`src/rtl/csa_pkg.sv`:
```
// Shared types and default widths for the carry-save accumulator.
// Latency: n/a (declarations only).
// Backpressure: n/a.
package csa_pkg;

    localparam int WIDTH_DEF = 4;
    localparam int ACC_W_DEF = 12;
    localparam int CNT_W_DEF = 8;

    typedef enum logic [1:0] {
        IDLE    = 2'd0,
        ACCUM   = 2'd1,
        RESOLVE = 2'd2,
        DONE    = 2'd3
    } state_t;

endpackage

```
`src/rtl/csa_row.sv`:
```
// One row of full adders: compresses three W-bit words into a sum word and an unshifted carry word.
// Latency: purely combinational.
// Backpressure: none.
module csa_row #(
    parameter int W = 12
) (
    input  logic [W-1:0] x,
    input  logic [W-1:0] y,
    input  logic [W-1:0] z,
    output logic [W-1:0] sum,
    output logic [W-1:0] carry
);

    // Bitwise full-adder: parity gives the sum, majority gives the carry
    always_comb begin
        sum   = x ^ y ^ z;
        carry = (x & y) | (x & z) | (y & z);
    end

endmodule

```
`src/rtl/csa_accum_ctrl.sv`:
```
// Sums a job of unsigned operands in carry-save form, then resolves with one carry-propagate add.
// Latency: last beat accepted on edge T -> out_valid high after edge T+2.
// Backpressure: in_ready low outside IDLE/ACCUM; result held in DONE until out_ready.
module csa_accum_ctrl
    import csa_pkg::*;
#(
    parameter int WIDTH = WIDTH_DEF,
    parameter int ACC_W = ACC_W_DEF,
    parameter int CNT_W = CNT_W_DEF
) (
    input  logic             clk,
    input  logic             rst,
    input  logic             in_valid,
    output logic             in_ready,
    input  logic [WIDTH-1:0] in_data,
    input  logic             in_last,
    input  logic             abort,
    output logic             out_valid,
    input  logic             out_ready,
    output logic [ACC_W-1:0] out_sum,
    output logic             out_ovf,
    output logic [CNT_W-1:0] out_count
);

    state_t             state_q;
    logic [ACC_W-1:0]   s_q;
    logic [ACC_W-1:0]   c_q;
    logic [ACC_W-1:0]   out_sum_q;
    logic               out_ovf_q;
    logic [CNT_W-1:0]   out_count_q;
    logic               out_valid_q;
    // Set once the carry-propagate result is registered; the next RESOLVE edge raises out_valid
    logic               sum_rdy_q;

    logic [ACC_W-1:0]   operand;
    logic [ACC_W-1:0]   row_sum;
    logic [ACC_W-1:0]   row_carry;
    logic [ACC_W:0]     final_sum;
    logic               accept;

    // Ready only while collecting operands, never during reset or a cancel
    always_comb begin
        in_ready = !rst && !abort && ((state_q == IDLE) || (state_q == ACCUM));
        accept   = in_valid && in_ready;
        operand  = {{(ACC_W-WIDTH){1'b0}}, in_data};
        // Extra top bit catches the carry out of the final resolve
        final_sum = {1'b0, s_q} + {1'b0, c_q};
    end

    csa_row #(
        .W (ACC_W)
    ) u_row (
        .x     (s_q),
        .y     (c_q),
        .z     (operand),
        .sum   (row_sum),
        .carry (row_carry)
    );

    // Job sequencing, carry-save state and registered result outputs
    always_ff @(posedge clk or posedge rst) begin
        if (rst) begin
            state_q     <= IDLE;
            s_q         <= '0;
            c_q         <= '0;
            out_sum_q   <= '0;
            out_ovf_q   <= 1'b0;
            out_count_q <= '0;
            out_valid_q <= 1'b0;
            sum_rdy_q   <= 1'b0;
        end else if (abort) begin
            state_q     <= IDLE;
            s_q         <= '0;
            c_q         <= '0;
            out_ovf_q   <= 1'b0;
            out_count_q <= '0;
            out_valid_q <= 1'b0;
            sum_rdy_q   <= 1'b0;
        end else begin
            case (state_q)
                IDLE, ACCUM: begin
                    if (accept) begin
                        s_q <= row_sum;
                        c_q <= row_carry << 1;
                        // A carry leaving the top bit means the true sum already exceeds the range
                        if (row_carry[ACC_W-1]) begin
                            out_ovf_q <= 1'b1;
                        end
                        if (out_count_q != {CNT_W{1'b1}}) begin
                            out_count_q <= out_count_q + 1'b1;
                        end
                        state_q <= in_last ? RESOLVE : ACCUM;
                    end
                end
                RESOLVE: begin
                    if (!sum_rdy_q) begin
                        out_sum_q <= final_sum[ACC_W-1:0];
                        if (final_sum[ACC_W]) begin
                            out_ovf_q <= 1'b1;
                        end
                        sum_rdy_q <= 1'b1;
                    end else begin
                        sum_rdy_q   <= 1'b0;
                        out_valid_q <= 1'b1;
                        state_q     <= DONE;
                    end
                end
                DONE: begin
                    if (out_ready) begin
                        out_valid_q <= 1'b0;
                        s_q         <= '0;
                        c_q         <= '0;
                        out_ovf_q   <= 1'b0;
                        out_count_q <= '0;
                        state_q     <= IDLE;
                    end
                end
                default: begin
                    state_q <= IDLE;
                end
            endcase
        end
    end

    assign out_valid = out_valid_q;
    assign out_sum   = out_sum_q;
    assign out_ovf   = out_ovf_q;
    assign out_count = out_count_q;

endmodule

```
`config.mk`:
```
export PLATFORM = sky130hd
export DESIGN_NAME = csa_accum_ctrl
export DESIGN_NICKNAME = d
export VERILOG_FILES = /design/src/rtl/csa_pkg.sv /design/src/rtl/csa_row.sv /design/src/rtl/csa_accum_ctrl.sv
export SDC_FILE = /design/constraint.sdc
export NUM_CORES = 1
export LEC_CHECK = 0
export BUFFER_PORTS_ARGS = -buffer_cell sky130_fd_sc_hd__buf_2
export CAP_MARGIN = 20
export CORE_MARGIN = 5
export CORE_UTILIZATION = 60
export DETAILED_ROUTE_END_ITERATION = 10
export PLACE_DENSITY = 0.86
export SLEW_MARGIN = 20
export SYNTH_ARGS = -nofsm -noshare
export SYNTH_HDL_FRONTEND = slang
export SYNTH_SLANG_ARGS = --single-unit
```
`constraint.sdc`:
```
create_clock -name clk -period 5.6 [get_ports clk]
set_input_delay 1.4 -clock clk [delete_from_list [all_inputs] [get_ports clk]]
set_output_delay 1.4 -clock clk [all_outputs]
set_load 0.01 [all_outputs]
```
==> impl_metrics.toml <==
[status]
outcome = "finished clean"

[floorplanning]
core_area_mm2 = 0.00429
floorplan.die.width_um = 76.2
fp.dieArea_mm2 = 0.00580
die_y_um = 76.2
rows = 24
io_pins = 33
initial_core_util_pct = 61.2

[global_routing]
grt_first_pass_wirelength_um = 9180
grt.overflow.total = 0
grt_start_max_net_pins = 55
antenna_found_initial = 0
track_usage_pct = 19.2
grt_pass1_vias = 1961

[setup_path]
cp_slowest_cell = "nor3_1"
worstPathArrival_ps = 1960
cp_num_buf_inv = 2
crit_family = "buffers and inverters"
reg2reg_slack_ps = 3040
crit_required_ps = 4200
slowest_delay_ps = 200
cpMostUsedCell = "buf_2"
path_class = "input port to output port"
cp-end-kind = "output port"
cp-start-kind = "input port"
crit_chain = "buf_2, nor3_1, buf_2"
path_max_fanout = 13

[timing]
max_slew_margin_pct = 46.7
fmax_ghz = 0.298
fin_skew_ps = 4.77
fin_crit_sh_pct = 60.0
setup_violations = 0
fin_tns_setup_ps = 0
rsz0062_at_grt = "no"
hold_violations = 0
period_minus_slack_ps = 3360
maxSlewViolCount = 0
tightest_slew_ps = 798

[synth]
yosys-top-cells-area = "dfrtp_1 (46%), nand2_1 (10%), o21ai_0 (6.5%)"
synthFlopType = "dfrtp_1"
synthArstFlopShare_pct = 100
ys_seq_area_share_pct = 45.7
yosys-top-cells-count = "nand2_1 (72), dfrtp_1 (48), o21ai_0 (34), nor2_1 (18), ha_1 (13)"
synth.cell_area_mm2 = 0.00263
yosysWarnings = 0
ys_ff_latch = 48
synth_top_area_share_pct = 45.7
synth_top_area_cell = "dfrtp_1"
ys_types = 42
post-synth-top-count-cell = "nand2_1"
synth_nets = 318
synth_area_per_cell_um2 = 9.03
synth_cells = 291
synth_edf_count = 0

[detailed_routing]
wl_per_cell_um = 14.2
route.detailed.drc = 0
vias_per_cell = 5.56
drtAntennaViolNets = 0
drt_iter0_markers = 160
via_count = 2041
totalWireLength_um = 5210
firstDrtPassIters = 5

[clocking]
cts_setup_buffers = 0
numCtsBuffers = 5
cts.sink_count = 48
ctsResizeCount = 0
clockRootBuffer = "clkbuf_8"
cts_tree = "done"
clk_pin_slew_ps = 80
clock_latency_ps = 300
htree_levels = 2
cts_buffer_depth = 2
holdBufCountCts = 0

[power_and_ir_drop]
power_mw = 0.829
p_per_area_mw_per_mm2 = 283
leakagePower_nw = 1.42
peakVddDrop_v = 0.000160

[final_layout]
nNetsFinal = 342
syn_to_final_growth_pct = 11.5
antenna_cells = 0
fillerInstances = 344
drive_gt1_share_pct = 14.9

[placement]
hpwl_um = 3650
numPortBuffers = 32
gp_congestion = 0.803

[min_path]
min_path_type = "flop to flop"

[job]
cap_violations = 0
state kept, by name, summed over array words and instances (netlist names):
| name | cells |
|---|---|
| out_sum | 12 |
| s_q | 12 |
| c_q | 11 |
| out_count | 8 |
| state_q | 2 |
| out_ovf | 1 |
| out_valid | 1 |
| sum_rdy_q | 1 |
routing by layer:
| layer | vias to the layer above | global-route usage [%] | share of wire [%] |
|---|---|---|---|
| met5 | - | 0 | 0 |
| met3 | 6 | 4.73 | 4.3 |
| li1 | 1040 | - | - |
| met2 | 33 | 29.9 | 46 |
| met4 | 0 | 4.72 | 1.1 |
| met1 | 962 | 27.0 | 48 |
through the flow:
stage	setup slack, ps	hold WS [ps]	cell area, um2	utilization (%)	std cells
after floorplan	2320	453	2630	-	291
after global placement	1900	452	2790	65.1	360
after detailed placement	1790	461	2790	65.1	360
after CTS	2130	481	2920	68.1	367
after global routing	2170	504	2930	68.2	367
final	2240	477	2930	68.2	367
logic make-up after synthesis:
| kind of cell | after synthesis | synth area share [%] |
|---|---|---|
| AND/OR/NAND/NOR | 120 | 20.2 |
| AO/OA/AOI/OAI | 69 | 16.2 |
| buffers and inverters | 23 | 3.81 |
| flip-flops | 48 | 45.7 |
| adder cells (fa/ha/maj) | 17 | 9.24 |
| XOR/XNOR | 10 | 3.33 |
| multiplexers | 4 | 1.52 |
layout make-up:
cell class	instances	area, um2	area share (%)
clock buffers	5	68.8	2.35
repair buffers	33	168	5.72
flip-flops and latches	48	1200	41.0
clock inverters	2	60.1	2.05
inverters	7	27.5	0.939
well taps	52	65.1	2.22
multi-input cells	220	1340	45.7
placed cells by master, fill, tap and decap left out, drive strengths merged, types with 6 or more instances in the layout:
cell / n
a21oi: 11
buf: 33
dfrtp: 48
ha: 13
inv: 6
nand2: 72
nor2: 18
nor3: 7
o21ai: 37
xnor2: 6
worst register-to-register path: stages, from the launching register on:
cell and delay [ps]:
dfrtp_1 540, a21oi_4 630, nor4bb_2 800, nor2_1 190, a32o_1 300
power breakdown:
part / internal [mW] / switching, mW / leakage, nW
Combinational: 0.0524 / 0.0782 / 0.704
Sequential: 0.380 / 0.0263 / 0.653
Clock: 0.176 / 0.117 / 0.0642
worst paths after layout:
path                       cells after the start  startpoint           end
setup / recovery                               3       abort      in_ready
hold / removal                                 1  out_sum[5]    out_sum[5]
setup reg to reg                               4  state_q[1]  out_count[5]
hold reg to reg                                1  out_sum[5]    out_sum[5]
max in group asynchronous                      2         rst        s_q[1]
min in group asynchronous                      2         rst  out_count[7]
(Power assumes the default switching activity.)
